File: config.mk
export PLATFORM = sky130hd
export DESIGN_NAME = updown_counter_div
export DESIGN_NICKNAME = d
export VERILOG_FILES = /design/src/rtl/updown_counter_div.sv
export SDC_FILE = /design/constraint.sdc
export NUM_CORES = 1
export LEC_CHECK = 0
export ABC_CLOCK_PERIOD_IN_PS = 5000
export BUFFER_PORTS_ARGS = -buffer_cell sky130_fd_sc_hd__buf_2
export CORE_MARGIN = 5
export CORE_UTILIZATION = 40
export CTS_CLUSTER_DIAMETER = 100
export CTS_CLUSTER_SIZE = 16
export DETAILED_ROUTE_END_ITERATION = 8
export SYNTH_ARGS = -nofsm -noshare
export SYNTH_HDL_FRONTEND = slang
export SYNTH_SLANG_ARGS = --single-unit
File: constraint.sdc
create_clock -name clk -period 5 [get_ports clk]
set_input_delay 0.25 -clock clk [delete_from_list [all_inputs] [get_ports clk]]
set_output_delay 0.25 -clock clk [all_outputs]
set_load 0.01 [all_outputs]
File: src/rtl/updown_counter_div.sv
// updown_counter_div: up/down modulo counter with a programmable prescaler.
// The prescaler issues a step every div+1 enabled cycles; each step moves the
// count toward a bound inside 0..modulo, wrapping or saturating there, and a
// one-cycle terminal-count pulse marks every step taken at a bound.
module updown_counter_div #(
    parameter int WIDTH = 4,
    parameter int DIV_W = 3
) (
    input  logic             clk,
    input  logic             reset,
    input  logic             clear,
    input  logic             en,
    input  logic             ud,
    input  logic             sat,
    input  logic             load,
    input  logic [WIDTH-1:0] load_val,
    input  logic [WIDTH-1:0] modulo,
    input  logic [DIV_W-1:0] div,
    output logic [WIDTH-1:0] q,
    output logic             tick,
    output logic             tc
);

    logic [WIDTH-1:0] cnt_q, cnt_d;
    logic [DIV_W-1:0] pre_q, pre_d;
    logic             tc_q, tc_d;

    logic             step;
    logic [WIDTH-1:0] cnt_step;
    logic             bound;

    // Step enable straight from the prescaler compare; no register stage.
    always_comb begin
        step = en && (pre_q == div);
        tick = step;
    end

    // Counter value a step would produce, and whether the pre-step count sits
    // on (or, after modulo was lowered, beyond) a bound.
    always_comb begin
        cnt_step = cnt_q;
        bound    = 1'b0;
        if (cnt_q > modulo) begin
            cnt_step = modulo;
            bound    = 1'b1;
        end else if (ud) begin
            if (cnt_q == modulo) begin
                bound    = 1'b1;
                cnt_step = sat ? cnt_q : '0;
            end else begin
                cnt_step = cnt_q + 1'b1;
            end
        end else begin
            if (cnt_q == '0) begin
                bound    = 1'b1;
                cnt_step = sat ? '0 : modulo;
            end else begin
                cnt_step = cnt_q - 1'b1;
            end
        end
    end

    // Next-state selection: clear > load > step > prescale > hold.
    always_comb begin
        cnt_d = cnt_q;
        pre_d = pre_q;
        tc_d  = 1'b0;
        if (clear) begin
            cnt_d = '0;
            pre_d = '0;
        end else if (load) begin
            cnt_d = (load_val > modulo) ? modulo : load_val;
            pre_d = '0;
        end else if (step) begin
            cnt_d = cnt_step;
            pre_d = '0;
            tc_d  = bound;
        end else if (en) begin
            // Wraps modulo 2^DIV_W if div was lowered below the current phase.
            pre_d = pre_q + 1'b1;
        end
    end

    // State registers with asynchronous active-low reset.
    always_ff @(posedge clk or negedge reset) begin
        if (!reset) begin
            cnt_q <= '0;
            pre_q <= '0;
            tc_q  <= 1'b0;
        end else begin
            cnt_q <= cnt_d;
            pre_q <= pre_d;
            tc_q  <= tc_d;
        end
    end

    assign q  = cnt_q;
    assign tc = tc_q;

endmodule
==> out/qor.csv <==
metric;value;unit
status;completed;
Final period util;44.5;%
initial antenna violation count;0;
Hold Path Class;in2reg;
crit path max fanout;10;
WS Path Type;reg2reg;
Sw Ratio;39.6;%
GRT Util Overall;15.9;%
die area;3540;µm²
post-synthesis register bit count;8;
Slew @ Worst Pin;0.422;ns
Post-CTS Setup Bufs;0;
synthesis-to-finish area growth;16.6;%
Vias/cell;5.76;
Synth cell types;44;
sequential share of the synthesized area;20.4;%
Worst Min Path Start;en;
Synth Flop Type;dfrtp_1;
# H-tree levels;1;
VDD IR max;0.000118;V
Synth Instances;113;
height of the die;59.5;µm
DRC;0;
Setup Viol. Count Final;0;
YS warnings;0;
Rel. slew slack;71.2;%
pwr/cell area;216;nW/µm²
final wirelength;2.46;mm
Syn Std Cell Area;980;µm²
vias in the first global route;937;
input/output buffers;23;
std cell rows;18;
leak pwr;0.553;nW
RSZ-0062 raised after global routing;no;
dpl hpwl;2.01;mm
syn nets;142;
CP endpoint kind;flip-flop;
Clock Skew;0.00428;ns
worst r2r src;q[2]$_DFFE_PN0P_;
Pre-antenna DRT Iters;4;
Reg clk slew, reported paths;0.06;ns
Final nets;166;
total global routing overflow;0;
final core utilization;47.4;%
worst-skew pair later-pin latency;0.25;ns
crit path DAT;2.36;ns
layout cell share with drive strength beyond 1;28.1;%
P_int;0.000149;W
TritonCTS Buffers;3;
clk buf depth;2;
Flop pwr share;32.6;%
Die Wd;59.5;µm
# IOs;24;
Antenna Cells;0;
setup TNS;0;ns
initial core utilization;40.7;%
Fmax;449;MHz
post-cts repair resize count;0;
DR iter-0 viols;34;
routed len/inst;14.9;µm
Tot Pwr;0.000247;W
Post-synth EDFFs;0;
TritonCTS clock tree;yes;
fin crit period;2.23;ns
largest net degree at the start of global routing;15;
clock power share;20.5;%
FFs w/ async S/R, synth;100;%
Worst Setup Start Kind;flip-flop;
GP Congestion;0.891;
cts hold-fix bufs;1;
Final Max Tran Viols;0;
flop2flop setup slack;2.77;ns
via count;950;
CTS Sinks;8;
Root Driver;clkbuf_4;
Psw;0.0000978;W
worst setup path startpoint;q[2]$_DFFE_PN0P_;
first-pass GRT wire length;4.31;mm
# Max-Cap Violations;0;
Comb power frac;46.9;%
antenna-violating nets left;0;
Critical Path RT;5.13;ns
syn avg cell area;8.67;µm²
endpoints failing hold;0;
core footprint;2410;µm²
-- worst paths after layout --
check | endpoint | cells past startpoint
setup / recovery | q[1]$_DFFE_PN0P_ | 6
hold / removal | pre_q[1]$_DFFE_PN0P_ | 3
setup reg to reg | q[1]$_DFFE_PN0P_ | 6
hold reg to reg | pre_q[1]$_DFFE_PN0P_ | 2
max in group asynchronous | q[2]$_DFFE_PN0P_ | 2
min in group asynchronous | pre_q[2]$_DFFE_PN0P_ | 2
-- cell usage in the layout (no fill, tap or decap), types with 4 or more instances in the layout --
master,n
a211oi_1,6
inv_1,13
ha_1,11
nand2_1,6
nand3_1,4
a21oi_1,4
dfrtp_1,8
nor3_1,6
buf_2,23
-- critical path, cell delays in order (launching register included) --
cell and delay (ns):
dfrtp_1 0.56, ha_1 0.34, a21o_1 0.20, a211oi_4 0.33
a21oi_1 0.11, a2111oi_0 0.44, o41ai_1 0.12
-- through the flow --
stage               std cells  worst slack [ns]  area (µm²)  hold slack (ns)
detailed placement        161              2.82        1110            0.107
CTS                       165              2.80        1140            0.296
finish                    165              2.77        1140            0.306
global route              165              2.62        1140            0.318
global placement          161              2.91        1110            0.105
floorplan                 113              2.98         980          -0.0456
-- routing by layer --
| metal | share of wire, % | track usage [%] | vias up |
|---|---|---|---|
| met4 | 0.94 | 3.80 | 0 |
| met5 | 0 | 0 | - |
| met1 | 48 | 22.3 | 441 |
| met2 | 47 | 24.8 | 28 |
| li1 | - | - | 477 |
| met3 | 4.5 | 3.49 | 4 |
-- registers in the layout, summed over array words and instances (netlist names) --
register  cells
tc            1
q             4
pre_q         3
-- power groups by stage --
stage | Clock (W) | Combinational, W | Sequential, W
2_1_floorplan | 0 | 0.0000849 | 0.0000793
3_3_place_gp | 0 | 0.000114 | 0.0000815
3_5_place_dp | 0 | 0.000115 | 0.0000816
4_1_cts | 0.0000537 | 0.000116 | 0.0000804
5_1_grt | 0.0000568 | 0.000129 | 0.0000820
6_report | 0.0000507 | 0.000116 | 0.0000806
-- kinds of logic (layout without fill, tap and decap cells) --
kind of cell    count (synthesis)  in the layout  synth area share, %
simple gates                   36             36                 23.2
compound gates                 34             34                 29.5
buf+inv                        18             40                 7.28
fa+ha+maj                      11             11                 14.0
flops                           8              8                 20.4
xor+xnor                        5              5                 4.47
mux                             1              1                 1.02
-- cells in the mapped netlist (all sizes together), types with 2 or more instances --
cell	count	area share [%]
inv	13	5.0
o41ai	3	2.7
nand4	2	1.3
buf	3	1.5
or2	2	1.3
nor4	3	1.9
a21oi	4	2.0
o21ai	3	1.9
a21o	2	1.5
o211ai	3	2.3
a211o	2	1.8
nand2	6	2.3
clkbuf	2	0.77
dfrtp	8	20
nand3	4	2.0
xnor2	3	2.7
a211oi	7	6.6
xor2	2	1.8
nor3	6	3.1
ha	11	14
nor2	4	1.8
-- area by class of cell --
cell class / instances / area [µm²]
clock buffers: 3 / 22.5
fillers: 235 / 1270
inverters: 13 / 48.8
multi-input cells: 87 / 708
flip-flops and latches: 8 / 200
well taps: 30 / 37.5
repair buffers: 24 / 125
No activity file was read; power rests on OpenSTA's default activity.
